$ cat src/rtl/event_unit_pkg.sv
// Shared types and constants for the event-unit SoC event FIFO slice.
package event_unit_pkg;

  localparam int EVT_ID_W               = 8;
  localparam int FIFO_MODE_BACKPRESSURE = 0;
  localparam int FIFO_MODE_DROP         = 1;

  // Pop response as seen on pop_rdata: hit=0 means the FIFO was empty.
  typedef struct packed {
    logic                hit;
    logic [EVT_ID_W-1:0] id;
  } evt_resp_t;

endpackage

$ cat src/rtl/event_unit_soc_evt_fifo_if.sv
// SoC event push link plus the per-core pop port of the event FIFO.
interface event_unit_soc_evt_fifo_if #(
  parameter int NB_CORES   = 8,
  parameter int EVNT_WIDTH = 8
);

  logic                  evt_valid_i;
  logic                  evt_ready_o;
  logic [EVNT_WIDTH-1:0] evt_data_i;
  logic [NB_CORES-1:0]   pop_req_i;
  logic [NB_CORES-1:0]   pop_gnt_o;
  logic [NB_CORES-1:0]   pop_rvalid_o;
  logic [EVNT_WIDTH:0]   pop_rdata_o;

  modport slave (
    input  evt_valid_i, evt_data_i, pop_req_i,
    output evt_ready_o, pop_gnt_o, pop_rvalid_o, pop_rdata_o
  );

  modport master (
    output evt_valid_i, evt_data_i, pop_req_i,
    input  evt_ready_o, pop_gnt_o, pop_rvalid_o, pop_rdata_o
  );

endinterface

$ cat src/rtl/event_unit_soc_evt_fifo_rr_arb.sv
// Round-robin arbiter: one-hot grant in the request cycle, priority moves past the winner.
module event_unit_rr_arb #(
  parameter int NB_REQ = 8
) (
  input  logic              clk_i,
  input  logic              rst_ni,
  input  logic [NB_REQ-1:0] req_i,
  output logic [NB_REQ-1:0] gnt_o
);

  localparam int IDX_W = (NB_REQ > 1) ? $clog2(NB_REQ) : 1;

  logic [IDX_W-1:0] ptr_q;
  logic [IDX_W-1:0] ptr_d;
  logic [IDX_W-1:0] idx;
  logic             found;

  function automatic logic [IDX_W-1:0] wrap_add(input logic [IDX_W-1:0] base,
                                                input int unsigned      off);
    int unsigned s;
    s = 32'(base) + off;
    if (s >= NB_REQ) s -= NB_REQ;
    return IDX_W'(s);
  endfunction

  always_comb begin
    // NOTE: every variable gets a default before any branch, so no latch is inferred.
    gnt_o = '0;
    ptr_d = ptr_q;
    idx   = '0;
    found = 1'b0;
    for (int off = 0; off < NB_REQ; off++) begin
      idx = wrap_add(ptr_q, off);
      if (!found && req_i[idx]) begin
        found      = 1'b1;
        gnt_o[idx] = 1'b1;
        ptr_d      = wrap_add(idx, 1);
      end
    end
  end

  always_ff @(posedge clk_i) begin
    // NOTE: state registers use non-blocking assignments so every flop samples pre-edge values.
    if (!rst_ni)     ptr_q <= '0;
    else if (found)  ptr_q <= ptr_d;
  end

endmodule

$ cat src/rtl/event_unit_soc_evt_fifo.sv
// SoC peripheral event FIFO: buffers event IDs, flags non-empty to the cluster,
// and serves arbitrated pops from up to NB_CORES cores.
module event_unit_soc_evt_fifo
  import event_unit_pkg::*;
#(
  parameter int NB_CORES     = 8,
  parameter int EVNT_WIDTH   = 8,
  parameter int FIFO_DEPTH   = 8,
  parameter int DROP_ON_FULL = FIFO_MODE_BACKPRESSURE,
  parameter int DROP_CNT_W   = 16
) (
  input  logic                              clk_i,
  input  logic                              rst_ni,
  event_unit_soc_evt_fifo_if.slave          bus,
  input  logic                              flush_i,
  input  logic                              clr_ovf_i,
  output logic                              fifo_event_o,
  output logic [$clog2(FIFO_DEPTH+1)-1:0]   fifo_level_o,
  output logic                              overflow_o,
  output logic [DROP_CNT_W-1:0]             drop_cnt_o
);

  localparam int PTR_W     = (FIFO_DEPTH > 1) ? $clog2(FIFO_DEPTH) : 1;
  localparam int LVL_W     = $clog2(FIFO_DEPTH + 1);
  localparam bit DROP_MODE = (DROP_ON_FULL == FIFO_MODE_DROP);

  typedef struct packed {
    logic                  hit;
    logic [EVNT_WIDTH-1:0] id;
  } resp_t;

  logic [EVNT_WIDTH-1:0] mem_q [FIFO_DEPTH];
  logic [PTR_W-1:0]      wr_ptr_q, rd_ptr_q;
  logic [LVL_W-1:0]      level_q;
  logic                  overflow_q;
  logic [DROP_CNT_W-1:0] drop_cnt_q;
  logic [NB_CORES-1:0]   rvalid_q;
  resp_t                 rdata_q;

  logic [NB_CORES-1:0]   gnt;
  logic                  full, empty, ready;
  logic                  push_try, push_do, pop_do, drop;

  function automatic logic [PTR_W-1:0] ptr_inc(input logic [PTR_W-1:0] p);
    return (p == PTR_W'(FIFO_DEPTH - 1)) ? '0 : p + 1'b1;
  endfunction

  event_unit_rr_arb #(.NB_REQ(NB_CORES)) u_arb (
    .clk_i (clk_i),
    .rst_ni(rst_ni),
    .req_i (bus.pop_req_i),
    .gnt_o (gnt)
  );

  // Ready comes from registered level only, so a same-cycle pop never feeds back into it.
  assign full  = (level_q == LVL_W'(FIFO_DEPTH));
  assign empty = (level_q == '0);
  assign ready = DROP_MODE ? 1'b1 : !full;

  assign push_try = bus.evt_valid_i && ready;
  assign pop_do   = (|gnt) && !empty && !flush_i;
  assign push_do  = push_try && !flush_i && (!full || pop_do);
  assign drop     = DROP_MODE && push_try && full && !pop_do && !flush_i;

  always_ff @(posedge clk_i) begin
    // NOTE: storage has no reset; level and pointers decide which entries are meaningful.
    if (rst_ni && push_do) mem_q[wr_ptr_q] <= bus.evt_data_i;
  end

  always_ff @(posedge clk_i) begin
    if (!rst_ni) begin
      wr_ptr_q   <= '0;
      rd_ptr_q   <= '0;
      level_q    <= '0;
      overflow_q <= 1'b0;
      drop_cnt_q <= '0;
      rvalid_q   <= '0;
      rdata_q    <= '0;
    end else begin
      if (flush_i) begin
        wr_ptr_q <= '0;
        rd_ptr_q <= '0;
        level_q  <= '0;
      end else begin
        if (push_do) wr_ptr_q <= ptr_inc(wr_ptr_q);
        if (pop_do)  rd_ptr_q <= ptr_inc(rd_ptr_q);
        unique case ({push_do, pop_do})
          2'b10:   level_q <= level_q + 1'b1;
          2'b01:   level_q <= level_q - 1'b1;
          default: ;
        endcase
      end

      // A drop in the clearing cycle wins, leaving the counter at exactly one.
      if (drop)           overflow_q <= 1'b1;
      else if (clr_ovf_i) overflow_q <= 1'b0;

      if (clr_ovf_i)                                     drop_cnt_q <= drop ? DROP_CNT_W'(1) : '0;
      else if (drop && drop_cnt_q != {DROP_CNT_W{1'b1}}) drop_cnt_q <= drop_cnt_q + 1'b1;

      rvalid_q <= gnt;
      if (|gnt) begin
        rdata_q.hit <= pop_do;
        rdata_q.id  <= pop_do ? mem_q[rd_ptr_q] : '0;
      end
    end
  end

  assign bus.evt_ready_o  = ready;
  assign bus.pop_gnt_o    = gnt;
  assign bus.pop_rvalid_o = rvalid_q;
  assign bus.pop_rdata_o  = rdata_q;
  assign fifo_event_o     = !empty;
  assign fifo_level_o     = level_q;
  assign overflow_o       = overflow_q;
  assign drop_cnt_o       = drop_cnt_q;

endmodule

$ cat src/flat_wrapper.sv
// flat-port wrapper written by rule: the top's interface ports become plain ports
module event_unit_soc_evt_fifo_flat import event_unit_pkg::*;
#(
  parameter int NB_CORES     = 8,
  parameter int EVNT_WIDTH   = 8,
  parameter int FIFO_DEPTH   = 8,
  parameter int DROP_ON_FULL = FIFO_MODE_BACKPRESSURE,
  parameter int DROP_CNT_W   = 16
)
  (clk_i, rst_ni, flush_i, clr_ovf_i, fifo_event_o, fifo_level_o, overflow_o, drop_cnt_o, bus_evt_valid_i, bus_evt_data_i, bus_pop_req_i, bus_evt_ready_o, bus_pop_gnt_o, bus_pop_rvalid_o, bus_pop_rdata_o);
  event_unit_soc_evt_fifo_if #(.NB_CORES(NB_CORES), .EVNT_WIDTH(EVNT_WIDTH)) bus_i ();
  input  logic clk_i;
  input  logic rst_ni;
  input  logic flush_i;
  input  logic clr_ovf_i;
  output logic fifo_event_o;
  output logic [$clog2(FIFO_DEPTH+1)-1:0] fifo_level_o;
  output logic overflow_o;
  output logic [DROP_CNT_W-1:0] drop_cnt_o;
  input wire logic [$bits(bus_i.evt_valid_i)-1:0] bus_evt_valid_i;
  input wire logic [$bits(bus_i.evt_data_i)-1:0] bus_evt_data_i;
  input wire logic [$bits(bus_i.pop_req_i)-1:0] bus_pop_req_i;
  output wire logic [$bits(bus_i.evt_ready_o)-1:0] bus_evt_ready_o;
  output wire logic [$bits(bus_i.pop_gnt_o)-1:0] bus_pop_gnt_o;
  output wire logic [$bits(bus_i.pop_rvalid_o)-1:0] bus_pop_rvalid_o;
  output wire logic [$bits(bus_i.pop_rdata_o)-1:0] bus_pop_rdata_o;
  assign bus_i.evt_valid_i = bus_evt_valid_i;
  assign bus_i.evt_data_i = bus_evt_data_i;
  assign bus_i.pop_req_i = bus_pop_req_i;
  assign bus_evt_ready_o = bus_i.evt_ready_o;
  assign bus_pop_gnt_o = bus_i.pop_gnt_o;
  assign bus_pop_rvalid_o = bus_i.pop_rvalid_o;
  assign bus_pop_rdata_o = bus_i.pop_rdata_o;
  event_unit_soc_evt_fifo #(.NB_CORES(NB_CORES), .EVNT_WIDTH(EVNT_WIDTH), .FIFO_DEPTH(FIFO_DEPTH), .DROP_ON_FULL(DROP_ON_FULL), .DROP_CNT_W(DROP_CNT_W)) u_core (.clk_i(clk_i), .rst_ni(rst_ni), .bus(bus_i), .flush_i(flush_i), .clr_ovf_i(clr_ovf_i), .fifo_event_o(fifo_event_o), .fifo_level_o(fifo_level_o), .overflow_o(overflow_o), .drop_cnt_o(drop_cnt_o));
endmodule
$ cat config.mk
export PLATFORM = sky130hd
export DESIGN_NAME = event_unit_soc_evt_fifo_flat
export DESIGN_NICKNAME = d
export VERILOG_FILES = /design/src/rtl/event_unit_pkg.sv /design/src/rtl/event_unit_soc_evt_fifo_if.sv /design/src/rtl/event_unit_soc_evt_fifo_rr_arb.sv /design/src/rtl/event_unit_soc_evt_fifo.sv /design/src/flat_wrapper.sv
export SDC_FILE = /design/constraint.sdc
export NUM_CORES = 1
export LEC_CHECK = 0
export ABC_AREA = 1
export CORE_MARGIN = 4
export CORE_UTILIZATION = 30
export CTS_BUF_LIST = sky130_fd_sc_hd__clkbuf_2 sky130_fd_sc_hd__clkbuf_4 sky130_fd_sc_hd__clkbuf_8
export DETAILED_ROUTE_END_ITERATION = 8
export MAX_ROUTING_LAYER = met4
export PLACE_DENSITY = 0.53
export SETUP_SLACK_MARGIN = 0.2
export SYNTH_ARGS = -nofsm -noshare
export SYNTH_HDL_FRONTEND = slang
export SYNTH_SLANG_ARGS = --single-unit
export TNS_END_PERCENT = 10
$ cat constraint.sdc
create_clock -name clk_i -period 3.7 [get_ports clk_i]
set_clock_uncertainty 0.2 [all_clocks]
set_input_delay 0.74 -clock clk_i [delete_from_list [all_inputs] [get_ports clk_i]]
set_output_delay 0.74 -clock clk_i [all_outputs]
set_load 0.01 [all_outputs]
Yosys cells after proc, flatten, opt, wreduce, memory -nomap -nowiden:

Memories as Yosys holds them, arrays and structs flattened. A register that Yosys moved wholly into a read port is not among the register bits.
Cells that the tools add are included.

* add/sub/neg operators: 35
* $lt $le $gt $ge: 32
* eq/ne operators: 5
* muxes and demuxes: 80
* bitwise gates (word level): 8
* reduce and logical (&&, ||, !) cells: 38

Operator list (number)
* $mux 3: 28
* $mux 8: 9
* $ge 4x4->1 const B: 15
* $or 8x8->8: 7
* $sub 3x1->3 const B: 16
* $add 3x1->4 const B: 9
* $lt 3x4->1 const B: 8
* $mux 1: 26
* $bmux 1 s3: 8
* $demux 1 s3: 8
* $ge 3x1->1 const B: 8
* $logic_and 1x1->1: 21
* $add 3x3->4 const B: 4
* $logic_not 1->1: 10
* $add 3x2->4 const B: 2
* $pmux 4 s2: 1
* $reduce_bool 8->1: 1
* $reduce_or 8->1: 1
* $add 3x1->3 const B: 2
* $eq 3x3->1 const B: 2
* $add 4x1->4 const B: 1
* $eq 4x4->1 const B: 1
* $ge 3x4->1 const B: 1
* $logic_not 4->1: 1
* 8 further kinds: 8

* register bits after elaboration: 30
* RAM bits: 64
* output and inout port bits: 48
* word-level logic and storage cells: 206
* memories kept: 1

Memory list
* u_core.mem_q: words 8, bits a word 8, rd ports 1, clocked after memory_dff 1, write ports 1, line event_unit_soc_evt_fifo.sv:32 `logic [EVNT_WIDTH-1:0] mem_q [FIFO_DEPTH];`

Logic depth before layout (Yosys ltp):

Gate-level depths: netlist (run 1).

* word-level depth: 34
* mapped depth: 32

By module:

From an unflattened synthesis (run 1), not the netlist that was laid out.

* cell total of the unflattened synthesis: 658
* area, all modules: 5637.9 sq um

Modules (own cells, without submodules)
* event_unit_soc_evt_fifo: times used 1, cells an instance 385, area each 4030.1 sq um, sequential area each 2522.4 sq um
* event_unit_rr_arb: times used 1, cells an instance 273, area each 1607.8 sq um, sequential area each 60.1 sq um

Worst setup path after synthesis (run 1):

Ideal clock, no wire load.

* kind: register to register
* start: register u_core.u_arb.ptr_q[0]
* end: register u_core.level_q[3], in the netlist u_core.fifo_level_o[3]
* arrival time: 3.744 ns
* data required time: 3.381 ns
* setup slack: -0.364 ns
* stages on the path, launching flop included: 31
* path buffers: 4
* cells stage by stage: dfxtp_1 > buf_6 > inv_4 > buf_6 > ha_1 > buf_2 > nand3_1 > nand3_2 > nand2_2 > nor2_4 > nand4_4 > nor2_4 > buf_6 > nand3_1 > nand3_1 > nor2_2 > nand2_2 > nor2_4 > nand2_4 > nand2_1 > inv_1 > ha_1 > ha_1 > nand2_1 > nor2_1 > a211oi_1 > nor2_1 > nor2_1 > nand2_1 > o21ai_0 > a21oi_1

* cells in the longest elaborated chain, start to end: 33
* elaborated cells between the ends (all ways): 132
* those cells by class: add/sub (15); order compare (24); eq/ne (2); mux (56); bitwise (7); reduce/logical (28)

RTL lines
* from (decl): line event_unit_soc_evt_fifo_rr_arb.sv:13 `logic [IDX_W-1:0] ptr_q;`
* from (signal assigned): line event_unit_soc_evt_fifo_rr_arb.sv:45 `else if (found) ptr_q <= ptr_d;`
* parallel branches: the longest is 25 deep, another holds $add 3x1->4
* $mux 8 *: line event_unit_soc_evt_fifo_rr_arb.sv:34 `if (!found && req_i[idx]) begin`
* $reduce_or 8->1 *: line event_unit_soc_evt_fifo.sv:61 `assign pop_do = (|gnt) && !empty && !flush_i;`
* $logic_and 1x1->1 * (2 in a row): line event_unit_soc_evt_fifo.sv:61
* named net u_core.pop_do: line event_unit_soc_evt_fifo.sv:42 `logic push_try, push_do, pop_do, drop;`
* $logic_or 1x1->1: line event_unit_soc_evt_fifo.sv:62 `assign push_do = push_try && !flush_i && (!full || pop_do);`
* $logic_and 1x1->1: line event_unit_soc_evt_fifo.sv:62
* $eq 2x1->1 or $eq 2x2->1 (tied branches): line event_unit_soc_evt_fifo.sv:87 `unique case ({push_do, pop_do})`
* $pmux 4 s2 or $reduce_bool 2->1 (tied branches)
* to (signal assigned): line event_unit_soc_evt_fifo.sv:88 `2'b10: level_q <= level_q + 1'b1;`
* to (signal assigned): line event_unit_soc_evt_fifo.sv:89 `2'b01: level_q <= level_q - 1'b1;`
* to (decl): line event_unit_soc_evt_fifo.sv:34 `logic [LVL_W-1:0] level_q;`

Mark *: on every way through the listed nets, which the timed path passes. The select of a mux whose other input is x is not followed.
A chain may end at the register's enable or synchronous reset.

Worst setup path after layout (run 1):

* start: register u_core.u_arb.ptr_q[0]
* end: output port bus_pop_gnt_o[3]

* cells in the longest elaborated chain, start to end: 26
* elaborated cells between the ends (all ways): 123
* those cells by class: add/sub (15); order compare (24); mux (55); bitwise (7); reduce/logical (22)

RTL lines
* parallel branches: the longest is 25 deep, another holds $add 3x1->4
* $mux 8 *: line event_unit_soc_evt_fifo_rr_arb.sv:34
* to (decl): line flat_wrapper.sv:24 `output wire logic [$bits(bus_i.pop_gnt_o)-1:0] bus_pop_gnt_o;`

Every way passes the cells marked *. The select of a mux whose other input is x is not followed.

==> results of run 1 <==
==> power breakdown <==
part / internal (mW) / total (mW) / switching, mW
registers: 1.23 / 1.27 / 0.0413
logic: 1.96 / 4.21 / 2.25
clock network: 0.284 / 0.731 / 0.448
==> placed cells by master (no fill, tap or decap), types with 6 or more instances in the layout <==
master,instances
conb_1,17
o22ai_1,9
edfxtp_1,64
dfxtp_1,31
nor2_4,7
dlygate4sd2_1,11
clkdlybuf4s50_1,34
nor2_1,74
buf_6,11
buf_4,112
o21ai_0,35
nand3_1,66
nand2_2,20
a21oi_1,30
clkbuf_8,9
ha_4,6
nand2_1,132
nand3_2,22
ha_1,9
a32o_1,8
inv_2,11
inv_1,57
nor2_2,16
==> state kept, by name (all words and copies together), names as in the netlist, named ones only <==
signal	flops
u_core.bus.pop_rdata_o	9
u_core.bus.pop_rvalid_o	8
u_core.fifo_level_o	4
u_core.mem_q	64
u_core.rd_ptr_q	3
u_core.u_arb.ptr_q	3
u_core.wr_ptr_q	3
==> cell type report <==
class | instances | area [um2]
diodes | 1 | 2.50
multi-input cells | 481 | 2750
clock buffers | 9 | 124
repair buffers | 173 | 1490
inverters | 72 | 280
fillers | 1781 | 10400
flip-flops and latches | 97 | 2590
well taps | 229 | 287
clock inverters | 7 | 93.8
==> repair_timing <==
action,in CTS,in global routing
gates resized for setup,95,11
hold buffers,0,0
endpoints found under the setup margin,12,12
pin swaps,41,22
gates cloned,0,1
setup buffers,15,4
==> metal layers <==
| metal | vias up | global-route usage, % | part of all wire, % | wire length (um) |
|---|---|---|---|---|
| met1 | 2280 | 19.2 | 46 | 6890 |
| li1 | 2532 | - | - | - |
| met5 | - | - | 0 | 0 |
| met3 | 26 | 3.32 | 6.1 | 916 |
| met4 | 0 | 5.35 | 2.5 | 371 |
| met2 | 161 | 24.3 | 46 | 6950 |
==> logic make-up (layout without fill, tap and decap cells) <==
family / after synthesis / in the layout / synth area share (%)
adders and majority gates: 16 / 16 / 3.79
other: 1 / 18 / 0.0684
and+or+nand+nor: 349 / 350 / 28.5
DFF: 97 / 97 / 47.1
xor gates and xnor gates: 5 / 5 / 1.28
AOI/OAI and AO/OA: 93 / 93 / 9.91
buffers and inverters: 108 / 261 / 9.32
==> synth_stat cells (all sizes together) (3+ instances only) <==
master / number / area [um2]
nand2: 155 / 612
nor2: 97 / 412
nand3: 89 / 473
inv: 72 / 273
edfxtp: 64 / 1920
o21ai: 39 / 203
dfxtp: 33 / 661
a21oi: 32 / 168
buf: 23 / 189
ha: 15 / 188
clkbuf: 13 / 48.8
o22ai: 9 / 56.3
a32o: 8 / 80.1
or2: 3 / 18.8
xor2: 3 / 33.8
==> critical path, cell delays in order (launching register included) <==
cell and delay [ns]:
dfxtp_4 0.39, inv_4 0.04, ha_4 0.27, buf_4 0.15, nand3_1 0.10, nand2_2 0.07
o21ai_0 0.52, nand3_4 0.25, nor2_1 0.18, nor2_2 0.07, buf_4 0.12, inv_1 0.06
dlygate4sd2_1 0.26
==> metrics by stage <==
stage	worst slack, ns	hold slack, ns	instance area [um2]	setup TNS (ns)	utilization [%]
floorplan	-0.0999	0.274	5620	-0.0999	-
global placement	-0.723	0.269	6970	-5.93	38.8
detailed placement	-0.713	0.277	6970	-5.88	38.8
CTS	-0.0908	0.295	7530	-0.264	41.9
global route	-0.291	0.324	7610	-1.49	42.4
finish	-0.116	0.293	7610	-0.322	42.4
==> how the worst min path moves through the flow <==
stage	from	cells after the start	slack, ns	to
floorplan	u_core.wr_ptr_q[0]	2	0.27	u_core.wr_ptr_q[0]
global placement	u_core.bus.pop_rdata_o[1]	2	0.27	u_core.bus.pop_rdata_o[1]
detailed placement	u_core.bus.pop_rdata_o[0]	2	0.28	u_core.bus.pop_rdata_o[0]
CTS	u_core.bus.pop_rdata_o[0]	2	0.30	u_core.bus.pop_rdata_o[0]
global route	u_core.bus.pop_rdata_o[3]	2	0.32	u_core.bus.pop_rdata_o[3]
finish	u_core.bus.pop_rdata_o[0]	2	0.29	u_core.bus.pop_rdata_o[0]
==> results_dict.tcl, run 1 <==
set metrics [dict create \
    grt_pass1_wl_um 23900 \
    yosysWarnings 0 \
    rsz0062_at_grt "true" \
    grt_max_degree 34 \
    final_cells 1069 \
    final_layout_size_suffix_gt1_share_pct 29.4 \
    setup.worst_path.class "register to output port" \
    violations "negative setup slack" \
    place.port_buffers 50 \
    io_pins 69 \
    clk_latency_ns 0.38 \
    routed_via_density 4.68 \
    r2r-end "u_core.fifo_level_o[3]" \
    ys_types 40 \
    root_buffer "clkbuf_8" \
    r2r_slack_ns -0.02 \
    path_clk_slew_ns 0.11 \
    grt.total_usage_pct 15.3 \
    ys_seq_elements 97 \
    drtIter0Drc 396 \
    wl_per_cell_um 14.2 \
    wl_um 15100 \
    syn_area_um2 5480 \
    critPathLaunch "u_core.u_arb.ptr_q[0]" \
    critPathCaptureType "output port" \
    dp_cells 1032 \
    synth_flop_cell "edfxtp_1" \
    cap_violations 0 \
    numClockSinks 97 \
    setup_viol 4 \
    hold_viol_final 0 \
    fp.dieW_um 143 \
    num_rows 49 \
    core_area_um2 18000 \
    worstMarginPinSlew_ns 0.761 \
    cp-start-kind "register" \
    via_count 4999 \
    status "complete, but fails checks" \
    synth_edf_count 64 \
    first_global_vias 4670 \
    drcViolationCount 0 \
    gp_congestion 0.904 \
    worstSetupEndpoint "bus_pop_gnt_o[3]" \
    maxSlewViolCount 0 \
    cts_made_buffers 9 \
    grt-ovfl-total 0 \
    syn_inst 669 \
    worstPathRequired_ns 2.76 \
    critical_path.max_fanout 9 \
    num-nets-final 871 \
    fin_crit_ns 3.82 \
    fmax_mhz 262 \
    syn_to_final_growth_pct 38.9 \
    rr_startpoint "u_core.u_arb.ptr_q[0]" \
    die_y_um 143 \
    cts_buffer_depth 2 \
    avgSynthCellArea_um2 8.19 \
    die_area_um2 20500 \
    worst_slack_ns -0.116 \
    antenna_left 0 \
    async_flop_share_pct 0 \
    antenna_found_initial 1 \
    start_util_pct 30.5 \
    tritoncts "done" \
    power_density_nw_per_um2 817 \
    fin_crit_sh_pct 103 \
    first_pass_iters 5 \
    slew_headroom_pct 49.2 \
    power.leakage_nw 3.30 \
    h-tree-depth 3 \
    hpwlAfterDp_um 10700 \
    power.total_mw 6.21 \
    yosysSeqAreaShare_pct 47.1 \
    ir_drop_mv 0.780 \
    rr_worst_depth 24 \
    critPathArrivalTime_ns 2.88 \
    hold_path_class "register to register" \
]
Note: power is estimated with default switching activity, not from simulation.
==> run 2, diff against run 1 <==
ABC_AREA = 0   (was 1)
==> results_dict.tcl, run 2 <==
set metrics [dict create \
    cp-start-kind "primary input" \
    critical_path.max_fanout 7 \
    io_pins 69 \
    power.leakage_nw 3.07 \
    cap_violations 0 \
    num_rows 50 \
    yosys.area_share.simple_pct 15.0 \
    grt.total_usage_pct 17.0 \
    power_density_nw_per_um2 774 \
    synth_commonest_cells "edfxtp_1 (64), nand2_1 (43), dfxtp_1 (33), nor2_1 (31)" \
    yosysSeqAreaShare_pct 43.9 \
    first_pass_iters 5 \
    gp_congestion 0.976 \
    die_area_um2 21900 \
    clock_power_share_pct 11.2 \
    clk_latency_ns 0.38 \
    mostFrequentLayoutCells "buf_4 (146), edfxtp_1 (64), nand2_1 (43)" \
    fin_crit_ns 4.57 \
    hold_path_end "u_core.bus.pop_rdata_o[4]" \
    syn_to_final_growth_pct 39.2 \
    synthAdderAreaFrac_pct 3.53 \
    r2r-end "u_core.fifo_level_o[3]" \
    top_register "u_core.mem_q" \
    fp.dieW_um 148 \
    critPathArrivalTime_ns 4.68 \
    fin_crit_sh_pct 124 \
    post-route-util_pct 43.1 \
    worstPathRequired_ns 3.81 \
    die_y_um 148 \
    filler_cell_count 1792 \
    synth-xor-area-share_pct 1.64 \
    dp_cells 918 \
    cts_buffer_depth 2 \
    r2r_slack_ns -0.83 \
    start_util_pct 31.0 \
    hpwlAfterDp_um 13200 \
    setup_viol 14 \
    first_global_vias 5004 \
    cts-hold-fix-buffers 0 \
    synth_flop_cell "edfxtp_1" \
    cpLargestDelayFamily "compound AO/OA/AOI/OAI gates" \
    ys_seq_elements 97 \
    switchingPower_mw 2.62 \
    synth_mux_area_share_pct 18.4 \
    critPathCaptureType "register" \
    hold_path_depth 2 \
    syn_inst 509 \
    syn_area_um2 5890 \
    path_cells "dlygate4sd2_1 > buf_4 > mux4_2 > buf_4 > mux2i_4 > buf_12 > nor2_1 > a31oi_2 > o22a_1 > o221ai_4 > nor4b_4 > nand2_4 > and2_4 > ha_4 > ha_4 > a21o_1 > a21oi_2 > xnor2_1 > or3_1 > a21oi_1" \
    slowest_delay_ns 0.47 \
    place.port_buffers 50 \
    core_area_um2 19000 \
    synth_edf_count 64 \
    cp.depth 20 \
    grt_max_degree 28 \
    antenna_left 0 \
    hp-start "u_core.bus.pop_rdata_o[4]" \
    ys_types 76 \
    worst_slack_ns -0.870 \
    avgSynthCellArea_um2 11.6 \
    wl_per_cell_um 18.7 \
    drcViolationCount 0 \
    rr_worst_depth 20 \
    path_buf_inv 4 \
    whs_ns 0.274 \
    maxSlewViolCount 0 \
    synth_top_family_by_area "multiplexers" \
    p_comb_share_pct 69.2 \
    yosysMostFrequentCell "edfxtp_1" \
    critPathSlowestCell "mux4_2" \
    yosys.area.top_type "edfxtp_1" \
    synth_top_cell_area_share_pct 32.6 \
    path_clk_slew_ns 0.10 \
    routed_via_density 5.16 \
    fmax_mhz 219 \
    rsz0062_at_grt "true" \
    wl_um 17900 \
    hold_path_class "register to register" \
    final_common_cell "buf_4" \
    yosysWarnings 0 \
    tns_ns -7.14 \
    num-nets-final 731 \
    largest_reg_flops 64 \
    via_count 4953 \
    violations "negative setup slack" \
    numClockSinks 97 \
    root_buffer "clkbuf_8" \
    antenna_found_initial 1 \
    status "complete, but fails checks" \
    grt_pass1_wl_um 28300 \
    hold_viol_final 0 \
    cts_made_buffers 9 \
    setup.worst_path.class "primary input to register" \
    worstMarginPinSlew_ns 0.829 \
    slew_headroom_pct 44.6 \
    drtIter0Drc 387 \
    final_cells 960 \
    seq_power_share_pct 19.6 \
    tritoncts "done" \
    async_flop_share_pct 0 \
    rr_startpoint "u_core.u_arb.ptr_q[1]" \
    p_sw_share_pct 41.3 \
    h-tree-depth 3 \
    synth_area_leaders "edfxtp_1 (33%), dfxtp_1 (11%), mux4_2 (9.2%)" \
    final_layout_size_suffix_gt1_share_pct 41.3 \
    synth-compound-area-share_pct 11.7 \
    ir_drop_mv 0.321 \
    intPower_mw 3.72 \
    grt-ovfl-total 0 \
]
run 2: cell count changes in the layout (fill, tap and decap cells not counted), moves of 20 or more:
cell	previous run	this run
buf_4	112	146
nand3_1	66	18
nand2_1	132	43
nor2_1	74	29
nand2_2	20	0
mux2i_1	0	21
nand3_2	22	2
o21ai_0	35	13
mux4_2	0	26
inv_1	57	7
run 2: worst max-delay path by stage:
stage / from / endpoint
final: bus_pop_req_i[3] / u_core.fifo_level_o[3]
after global routing: bus_pop_req_i[3] / u_core.fifo_level_o[3]
after CTS: u_core.u_arb.ptr_q[1] / u_core.fifo_level_o[3]
after detailed placement: bus_pop_req_i[3] / u_core.fifo_level_o[3]
after global placement: bus_pop_req_i[3] / u_core.fifo_level_o[3]
after floorplan: u_core.u_arb.ptr_q[0] / u_core.fifo_level_o[3]
run 2: cell type report:
type                       count  area [um2]  share of cell area, %
clock buffer                   9         124                   1.51
tap                          260         325                   3.97
multi-input combinational    370        3320                   40.5
clock inverter                 7        86.3                   1.05
inverter                      10        42.5                  0.519
sequential                    97        2590                   31.6
antenna                        1        2.50                 0.0305
timing repair buffer         206        1710                   20.8
run 2: worst min-delay path, cell delays in order (launching register included):
cell     delay, ns
dfxtp_1       0.33
nand2_1       0.05
mux2i_1       0.05
run 2: timing repair:
action,CTS,global route
hold endpoints to repair,0,0
resized for setup,81,18
pin swaps,20,3
setup buffers,21,4
cloned,0,0
setup endpoints to repair,31,30
run 2: cell families (layout without fill, tap and decap cells):
logic type | after synthesis | count (layout)
and+or+nand+nor | 164 | 164
DFF | 97 | 97
AOI/OAI and AO/OA | 92 | 92
muxes | 70 | 70
buffers and inverters | 58 | 232
adders and majority gates | 16 | 16
xor gates and xnor gates | 11 | 11
other | 1 | 18
run 2: stage by stage:
stage | total power [mW] | setup slack [ns] | instance area, um2
2_1_floorplan | 3.35 | -1.33 | 6060
3_3_place_gp | 4.96 | -1.49 | 7530
3_5_place_dp | 4.94 | -1.52 | 7530
4_1_cts | 6.20 | -0.804 | 8110
5_1_grt | 6.71 | -1.03 | 8200
6_report | 6.34 | -0.870 | 8200
run 2: power by group through the flow:
stage / clock network (mW) / logic [mW] / registers (mW)
finish: 0.712 / 4.39 / 1.24
global route: 0.787 / 4.67 / 1.25
CTS: 0.741 / 4.21 / 1.24
detailed placement: 0 / 3.67 / 1.27
global placement: 0 / 3.70 / 1.26
floorplan: 0 / 2.06 / 1.30
run 2: routing by layer:
layer,vias up,part of all wire [%],global-route usage (%)
met5,-,0,-
li1,2288,-,-
met4,0,2.1,5.17
met3,31,5.8,3.78
met2,190,50,27.8
met1,2444,42,21.1
